**config.mk**
```make
export PLATFORM = sky130hd
export DESIGN_NAME = tp1_montre_cpu_oci_dct_packer
export DESIGN_NICKNAME = d
export VERILOG_FILES = /design/src/rtl/tp1_montre_oci_dct_pkg.sv /design/src/rtl/tp1_montre_oci_dct_outreg.sv /design/src/rtl/tp1_montre_cpu_oci_dct_packer.sv
export SDC_FILE = /design/constraint.sdc
export NUM_CORES = 1
export LEC_CHECK = 0
export ABC_AREA = 1
export ABC_CLOCK_PERIOD_IN_PS = 2640
export CAP_MARGIN = 20
export CORE_UTILIZATION = 35
export CTS_BUF_LIST = sky130_fd_sc_hd__clkbuf_16
export DETAILED_ROUTE_END_ITERATION = 7
export PLACE_DENSITY_LB_ADDON = 0.05
export SETUP_SLACK_MARGIN = 0.3
export SYNTH_ARGS = -nofsm -noshare
export SYNTH_HDL_FRONTEND = slang
export SYNTH_HIERARCHICAL = 1
export SYNTH_SLANG_ARGS = --single-unit
```
**constraint.sdc**
```tcl
create_clock -name clk -period 2.64 [get_ports clk]
set_clock_uncertainty 0.15 [all_clocks]
set_input_delay 0.66 -clock clk [delete_from_list [all_inputs] [get_ports clk]]
set_output_delay 0.66 -clock clk [all_outputs]
set_load 0.01 [all_outputs]
```
**src/rtl/tp1_montre_oci_dct_pkg.sv**
```systemverilog
// Shared constants, state encoding and helpers for the OCI debug-trace packer.
package tp1_montre_oci_dct_pkg;

    localparam int FRAME_W = 2;
    localparam int NFRAMES = 15;
    localparam int BUF_W   = FRAME_W * NFRAMES;
    localparam int CNT_W   = 4;

    localparam logic [CNT_W-1:0] FULL_CNT = CNT_W'(NFRAMES);

    typedef enum logic [1:0] {
        ST_RUN   = 2'd0,
        ST_DRAIN = 2'd1,
        ST_DONE  = 2'd2
    } dct_state_t;

    // Write one frame into slot idx of the packing buffer, other slots untouched.
    function automatic logic [BUF_W-1:0] insert_frame(
        input logic [BUF_W-1:0]   buf_in,
        input logic [CNT_W-1:0]   idx,
        input logic [FRAME_W-1:0] frame
    );
        logic [BUF_W-1:0] r;
        r = buf_in;
        for (int i = 0; i < NFRAMES; i++) begin
            if (idx == i[CNT_W-1:0]) begin
                r[FRAME_W*i +: FRAME_W] = frame;
            end
        end
        return r;
    endfunction

endpackage

```
**src/rtl/tp1_montre_oci_dct_outreg.sv**
```systemverilog
// Single-entry valid/ready holding register for the packed output word.
// Handshake: a word moves when valid & ready are both high at a rising edge;
// while out_valid & !out_ready the held word is stable. in_ready is high when
// the slot is empty or is being emptied this cycle.
module tp1_montre_oci_dct_outreg #(
    parameter int W = 34
) (
    input  logic         clk,
    input  logic         reset,
    input  logic         in_valid,
    input  logic [W-1:0] in_data,
    output logic         in_ready,
    output logic         out_valid,
    output logic [W-1:0] out_data,
    input  logic         out_ready
);

    logic         valid_q, valid_d;
    logic [W-1:0] data_q, data_d;

    assign in_ready  = !valid_q || out_ready;
    assign out_valid = valid_q;
    assign out_data  = data_q;

    // Load a new word when the slot frees, otherwise drop valid once consumed.
    always_comb begin
        valid_d = valid_q;
        data_d  = data_q;
        if (in_valid && in_ready) begin
            valid_d = 1'b1;
            data_d  = in_data;
        end else if (out_ready) begin
            valid_d = 1'b0;
        end
    end

    // Slot register.
    always_ff @(posedge clk) begin
        if (reset) begin
            valid_q <= 1'b0;
            data_q  <= '0;
        end else begin
            valid_q <= valid_d;
            data_q  <= data_d;
        end
    end

endmodule

```
**src/rtl/tp1_montre_cpu_oci_dct_packer.sv**
```systemverilog
// Packs 2-bit trace frames into 30-bit words with a frame count and sequences
// the end-of-test drain (RUN -> DRAIN -> DONE).
// Optional macro DCT_PACKER_OVF_EN adds frm_drop / ovf_count for frames
// offered while the packer could not take them in RUN.
// Frame handshake: a frame is taken when frm_valid & frm_ready at a rising edge.
module tp1_montre_cpu_oci_dct_packer
    import tp1_montre_oci_dct_pkg::*;
(
    input  logic               clk,
    input  logic               reset,
    input  logic               frm_valid,
    input  logic [FRAME_W-1:0] frm_data,
    output logic               frm_ready,
    input  logic               flush_req,
    input  logic               end_req,
    output logic               dct_valid,
    input  logic               dct_ready,
    output logic [BUF_W-1:0]   dct_buffer,
    output logic [CNT_W-1:0]   dct_count,
    output logic               test_ending,
    output logic               test_has_ended,
    output dct_state_t         dbg_state
`ifdef DCT_PACKER_OVF_EN
    ,
    output logic               frm_drop,
    output logic [15:0]        ovf_count
`endif
);

    dct_state_t         state_q, state_d;
    logic [BUF_W-1:0]   acc_q, acc_d;
    logic [CNT_W-1:0]   acc_cnt_q, acc_cnt_d;
    logic               close_pend_q, close_pend_d;

    logic               frm_accept;
    logic [BUF_W-1:0]   acc_next;
    logic [CNT_W-1:0]   cnt_next;
    logic               flush_eff;
    logic               push;
    logic               slot_free;
    logic [CNT_W+BUF_W-1:0] out_word;

    assign dbg_state      = state_q;
    assign test_ending    = (state_q == ST_DRAIN);
    assign test_has_ended = (state_q == ST_DONE);
    assign {dct_count, dct_buffer} = out_word;

    // Accumulator datapath: accept, then close the word when full or flushed.
    always_comb begin
        frm_ready    = (state_q == ST_RUN) && (acc_cnt_q != FULL_CNT) && !close_pend_q;
        frm_accept   = frm_valid && frm_ready;
        acc_next     = frm_accept ? insert_frame(acc_q, acc_cnt_q, frm_data) : acc_q;
        cnt_next     = acc_cnt_q + CNT_W'(frm_accept);
        flush_eff    = ((state_q == ST_RUN) && flush_req) || (state_q == ST_DRAIN);
        push         = (cnt_next != '0) &&
                       ((cnt_next == FULL_CNT) || close_pend_q || flush_eff);
        acc_d        = acc_next;
        acc_cnt_d    = cnt_next;
        close_pend_d = push;
        if (push && slot_free) begin
            acc_d        = '0;
            acc_cnt_d    = '0;
            close_pend_d = 1'b0;
        end
    end

    // End-of-test sequencing; DONE is left only through reset.
    always_comb begin
        state_d = state_q;
        case (state_q)
            ST_RUN:   if (end_req) state_d = ST_DRAIN;
            ST_DRAIN: if ((acc_cnt_q == '0) && !dct_valid) state_d = ST_DONE;
            ST_DONE:  state_d = ST_DONE;
            default:  state_d = ST_RUN;
        endcase
    end

    // State and accumulator registers.
    always_ff @(posedge clk) begin
        if (reset) begin
            state_q      <= ST_RUN;
            acc_q        <= '0;
            acc_cnt_q    <= '0;
            close_pend_q <= 1'b0;
        end else begin
            state_q      <= state_d;
            acc_q        <= acc_d;
            acc_cnt_q    <= acc_cnt_d;
            close_pend_q <= close_pend_d;
        end
    end

    tp1_montre_oci_dct_outreg #(
        .W (CNT_W + BUF_W)
    ) u_outreg (
        .clk       (clk),
        .reset     (reset),
        .in_valid  (push),
        .in_data   ({cnt_next, acc_next}),
        .in_ready  (slot_free),
        .out_valid (dct_valid),
        .out_data  (out_word),
        .out_ready (dct_ready)
    );

`ifdef DCT_PACKER_OVF_EN
    logic [15:0] ovf_q, ovf_d;

    assign ovf_count = ovf_q;

    // Count frames refused while running, saturating.
    always_comb begin
        frm_drop = frm_valid && !frm_ready && (state_q == ST_RUN);
        ovf_d    = ovf_q;
        if (frm_drop && (ovf_q != 16'hFFFF)) begin
            ovf_d = ovf_q + 16'd1;
        end
    end

    // Overflow counter register.
    always_ff @(posedge clk) begin
        if (reset) begin
            ovf_q <= '0;
        end else begin
            ovf_q <= ovf_d;
        end
    end
`endif

endmodule

```
==> results.toml, run 1 <==
[clock_tree]
clockRootBuffer = "clkbuf_16"
clock_sinks = 72
cts_hold_buf = 0
cts_max_path_buffers = 2
htree_levels = 3
clkLatencyLatePin_ps = 340
cts_tree = "built"
path_clk_slew_ps = 60
cts_buffers = 9

[finish]
synthToLayoutAreaGrowth_pct = 36.7
instances_no_fill = 844
fin_nets = 713
final_area_um2 = 5490
final_layout_size_suffix_gt1_share_pct = 25.6
antenna_cells = 0

[job]
cap_violations = 0

[route]
final_antenna_net_count = 0
avgViaCountPerCell = 4.56
wl_per_cell_um = 12.7
drc = 0
drt-pass1-iter-count = 6
drt-total-wl_mm = 10.7
vias = 3852
first_iter_violations = 144

[sta]
slew_headroom_pct = 62.5
maxSlewViolCount = 0
worst_pin_slew_ps = 560
hold_viol = 0
finalSetupTns_ps = 0
setup_violations = 0
rsz0062_at_grt = "yes"
fmax_mhz = 422
finalCritPeriodShare_pct = 89.9
fin_ws_ps = 268
timing.final.crit_period_ps = 2370

[power]
internal_power_w = 0.00385
power_switching_w = 0.00231
seq_power_share_pct = 25.6
clkPwrFrac_pct = 19.3
power_switching_share_pct = 37.5
total_power_w = 0.00616
powerDensity_nw_per_um2 = 1120
vdd_drop_max_v = 0.000567
power_leakage_nw = 2.40
power_frac_comb_pct = 55.1

[setup_path]
worstPathRequired_ps = 2730
endpoint_kind = "flip-flop"
critPathKind = "flip-flop to flip-flop"
critPathLaunch = "dbg_state[1]"
crit_arrival_ps = 2460
crit_fanout = 8
reg2reg_from = "dbg_state[1]"
crit_path_start_kind = "flip-flop"
reg2regPathDepth = 16

[grt]
grt_max_degree = 36
grt_pass1_wl_mm = 17.3
antenna_found_initial = 0
track_usage_pct = 19.1
overflow = 0
grt_pass1_vias = 3610

[worst_hold_path]
min_from = "u_outreg/out_data[30]"
min-delay-path-class = "flip-flop to flip-flop"
hold_depth = 2

[place]
post-place-ws_ps = -363
hpwlAfterDp_mm = 6.18
dp.cells = 801
place_area_um2 = 4630
io_buffers = 47
place_congestion = 0.780

[floorplan]
dieArea_um2 = 11900
pin_count = 48
initial_core_util_pct = 36.4
die_x_um = 109
placeableCoreArea_um2 = 11000
fp.dieH_um = 109
row_count = 38

[outcome]
status = "completed"

[logic_synthesis]
ys_ff_latch = 72
syn_avg_cell_area_um2 = 6.40
syn-cell-area_um2 = 4020
synth_fp_nets = 641
ys_seq_area_share_pct = 35.9
synth_warnings = 6
syn-instance-count = 627
synth.distinct_cells = 21
[worst paths after layout]
check	endpoint	slack [ps]
worst max-delay path	u_outreg/out_data[15]	270
worst min register to register	u_outreg/out_data[30]	320
worst min-delay path	u_outreg/out_data[30]	320
worst max register to register	u_outreg/out_data[15]	270
[per-stage QoR]
step	hold WS, ps	utilization (%)
2_1_floorplan	329	-
5_1_grt	348	49.8
6_report	323	49.8
3_5_place_dp	314	41.9
3_3_place_gp	305	41.9
4_1_cts	331	46.9
[timing repair]
item	in CTS	in global routing
pin swaps	12	34
endpoints found under the setup margin	72	72
setup buffers	12	6
gates cloned	5	4
gates resized for setup	24	45
[metal layers]
metal  GRT usage (%)  part of all wire, %
met2            32.1                   46
met4            9.27                  1.7
met1            23.3                   49
met3            3.35                  2.4
met5               0                    0
[sequential cells by signal (all words and copies together) (netlist names)]
| name | flops |
|---|---|
| u_outreg/out_valid | 1 |
| u_outreg/out_data | 34 |
| acc_q | 30 |
| acc_cnt_q | 4 |
| close_pend_q | 1 |
| dbg_state | 2 |
[power groups by stage]
stage          clock, W  sequential [W]  combinational (W)
6_report        0.00119         0.00158            0.00339
5_1_grt         0.00127         0.00162            0.00368
4_1_cts         0.00122         0.00156            0.00297
3_3_place_gp          0         0.00157            0.00244
3_5_place_dp          0         0.00158            0.00246
2_1_floorplan         0         0.00170            0.00150
[synthesized netlist by cell type (all sizes together)]
cell,count,area (um2)
nor3,1,16.3
o21ai,1,8.76
clkbuf,2,7.51
nand4,1,6.26
nand2,255,1050
buf,28,255
a21oi,37,223
nand3,43,215
ha,6,75.1
nor2,91,379
dfxtp,72,1440
inv,89,334
clkinv,1,3.75
[kinds of logic after synthesis]
kind of cell	count (synthesis)	synth area share (%)
flops	72	35.9
simple gates	391	41.5
compound gates	38	5.76
buf+inv	120	15.0
fa+ha+maj	6	1.87
[worst max-delay path: stages (launching register included)]
cell and delay [ps]:
dfxtp_2 320, inv_2 80, ha_4 150, nand2_4 50, nor3_4 160, ha_4 180
ha_4 210, nor2_2 70, nand3_1 70, nand2_1 70, nand2_2 70, nand2_4 120
clkinv_8 100, buf_12 130, buf_16 140, a21oi_2 120, nor2_1 50
[layout by cell type (no fill, tap or decap), types with 14 or more instances in the layout]
cell and count:
nand2_1 213, inv_1 77, nor2_1 75, dfxtp_1 69, clkdlybuf4s50_1 43, nand2_2 38
nand3_1 28, buf_4 26, a21oi_2 23, nor2_2 15, nand3_2 14
[area by class of cell]
cell class,instances,area (um2)
clock inverter,7,56.3
tap,140,175
clock buffer,9,225
multi-input combinational,435,2200
sequential,72,1450
timing repair buffer,90,1010
fill,1146,5540
timing repair inverter,1,11.3
inverter,90,360
No activity file was read; power rests on OpenSTA's default activity.
==> inputs of run 2 (changes only) <==
--- a/config.mk
+++ b/config.mk
@@ -6,7 +6,7 @@
 export NUM_CORES = 1
 export LEC_CHECK = 0
 export ABC_AREA = 1
-export ABC_CLOCK_PERIOD_IN_PS = 2640
+export ABC_CLOCK_PERIOD_IN_PS = 2470
 export CAP_MARGIN = 20
 export CORE_UTILIZATION = 35
 export CTS_BUF_LIST = sky130_fd_sc_hd__clkbuf_16
==> constraint.sdc (replaced) <==
create_clock -name clk -period 2.47 [get_ports clk]
set_clock_uncertainty 0.15 [all_clocks]
set_input_delay 0.6175 -clock clk [delete_from_list [all_inputs] [get_ports clk]]
set_output_delay 0.6175 -clock clk [all_outputs]
set_load 0.01 [all_outputs]
==> run 2 against run 1 <==
  * Count of clock-buffer cells in the layout is the same
  * Register-to-register slack lost 160 ps
  * Combinational power grew 2%
  * Die area is the same
  * Flip-flop and latch count is the same
  * Largest cell class unchanged
  * Global-route usage grew 0.10 points
  * Largest power group unchanged
  * Power grew 5.8%
  * Cell area shrank 0.52%
  * Utilization shrank 0.26 points
  * First-iteration DRC count grew 14%
  * Non-clock buffer count shrank 5
  * Clock power grew 15%
==> results.toml, run 2 (synthesized netlist as in run 1, its figures left out) <==
[power]
power_frac_comb_pct = 53.0
power_switching_share_pct = 36.9
power_leakage_nw = 2.35
total_power_w = 0.00652
seq_power_share_pct = 25.9
vdd_drop_max_v = 0.000516
power_switching_w = 0.00241
clkPwrFrac_pct = 21.1
internal_power_w = 0.00411
powerDensity_nw_per_um2 = 1190

[route]
drt-total-wl_mm = 10.8
vias = 3802
avgViaCountPerCell = 4.54
drc = 0
wl_per_cell_um = 12.9
final_antenna_net_count = 0
drt-pass1-iter-count = 5
first_iter_violations = 164

[setup_path]
crit_arrival_ps = 2440
endpoint_kind = "flip-flop"
crit_fanout = 17
reg2regPathDepth = 15
worstPathRequired_ps = 2550
crit_path_start_kind = "flip-flop"
critPathKind = "flip-flop to flip-flop"

[clock_tree]
cts_buffers = 9
path_clk_slew_ps = 60
htree_levels = 3
cts_tree = "built"
clockRootBuffer = "clkbuf_16"
cts_max_path_buffers = 2
clkLatencyLatePin_ps = 340
clock_sinks = 72

[place]
io_buffers = 47
place_area_um2 = 4670
place_congestion = 0.784
hpwlAfterDp_mm = 6.44
post-place-ws_ps = -533

[finish]
fin_nets = 707
largest_register_ffs = 34
final_layout_size_suffix_gt1_share_pct = 24.1
synthToLayoutAreaGrowth_pct = 36.0
final_common_cell = "nand2_1"
antenna_cells = 0
layout_common_cells = "215 x nand2_1, 77 x inv_1, 68 x nor2_1"
final_area_um2 = 5460
final_core_util_pct = 49.5
num-fill-cells = 1157

[sta]
timing.final.crit_period_ps = 2360
setup_violations = 0
fmax_mhz = 424
maxSlewViolCount = 0
worst_pin_slew_ps = 460
fin_ws_ps = 111
hold_ws_ps = 320
rsz0062_at_grt = "yes"
hold_viol = 0
finalCritPeriodShare_pct = 95.5
slew_headroom_pct = 69.2

[job]
cap_violations = 0

[floorplan]
row_count = 38
die_x_um = 109
pin_count = 48
placeableCoreArea_um2 = 11000
dieArea_um2 = 11900
fp.dieH_um = 109
initial_core_util_pct = 36.4

[worst_hold_path]
min-delay-path-class = "flip-flop to flip-flop"
hold_depth = 2

[grt]
grt_pass1_vias = 3599
track_usage_pct = 19.2
grt_max_degree = 43
grt_pass1_wl_mm = 17.5
antenna_found_initial = 0
overflow = 0

[outcome]
status = "completed"
run 2: final cells by class:
| type | instances | area (um2) | share of cell area (%) |
|---|---|---|---|
| clock buffers | 9 | 225 | 4.12 |
| clock inverters | 7 | 80.1 | 1.47 |
| inverters | 90 | 358 | 6.55 |
| well taps | 140 | 175 | 3.21 |
| flip-flops and latches | 72 | 1450 | 26.6 |
| repair buffers | 85 | 1000 | 18.4 |
| multi-input cells | 435 | 2170 | 39.7 |
run 2: worst max-delay path, stage by stage (launching register included):
cell and delay [ps]:
dfxtp_2 330, inv_2 70, ha_4 150, nand2_4 60
nor3_4 220, ha_4 180, ha_4 210, nor2_1 80
nand3_1 80, nand2_1 80, nand2_2 80, nand2_4 110
inv_12 80, buf_16 170, a21oi_1 150, nor2_1 60
run 2: power groups by stage:
stage               clock [W]  sequential [W]  combinational (W)
finish                0.00137         0.00169            0.00346
global route          0.00146         0.00173            0.00376
CTS                   0.00141         0.00168            0.00317
detailed placement          0         0.00170            0.00271
global placement            0         0.00169            0.00268
floorplan                   0         0.00183            0.00162
run 2: through the flow:
step	cells	TNS, ps
after floorplan	627	0
after global placement	804	-29470
after detailed placement	804	-31130
after CTS	831	0
after global routing	838	0
final	838	0
run 2: what timing repair did:
action                                  CTS  global route
endpoints found under the setup margin   73            71
pin swaps                                 8             7
setup buffers                             6             2
gates cloned                              5             5
hold buffers                              0             0
gates resized for setup                  29            27
run 2: path summary, 6_finish.rpt:
check / slack, ps / to / startpoint
setup reg to reg: 110 / u_outreg/out_data[12] / dbg_state[0]
hold / removal: 320 / u_outreg/out_data[28] / u_outreg/out_data[28]
hold reg to reg: 320 / u_outreg/out_data[28] / u_outreg/out_data[28]
setup / recovery: 110 / u_outreg/out_data[12] / dbg_state[0]
run 2: layer usage:
| metal | vias up | part of all wire [%] | track usage, % |
|---|---|---|---|
| li1 | 2010 | - | - |
| met3 | 10 | 2.6 | 3.05 |
| met2 | 60 | 47 | 32.6 |
| met4 | 0 | 1.3 | 7.24 |
| met1 | 1722 | 49 | 24.2 |
| met5 | - | 0 | 0 |
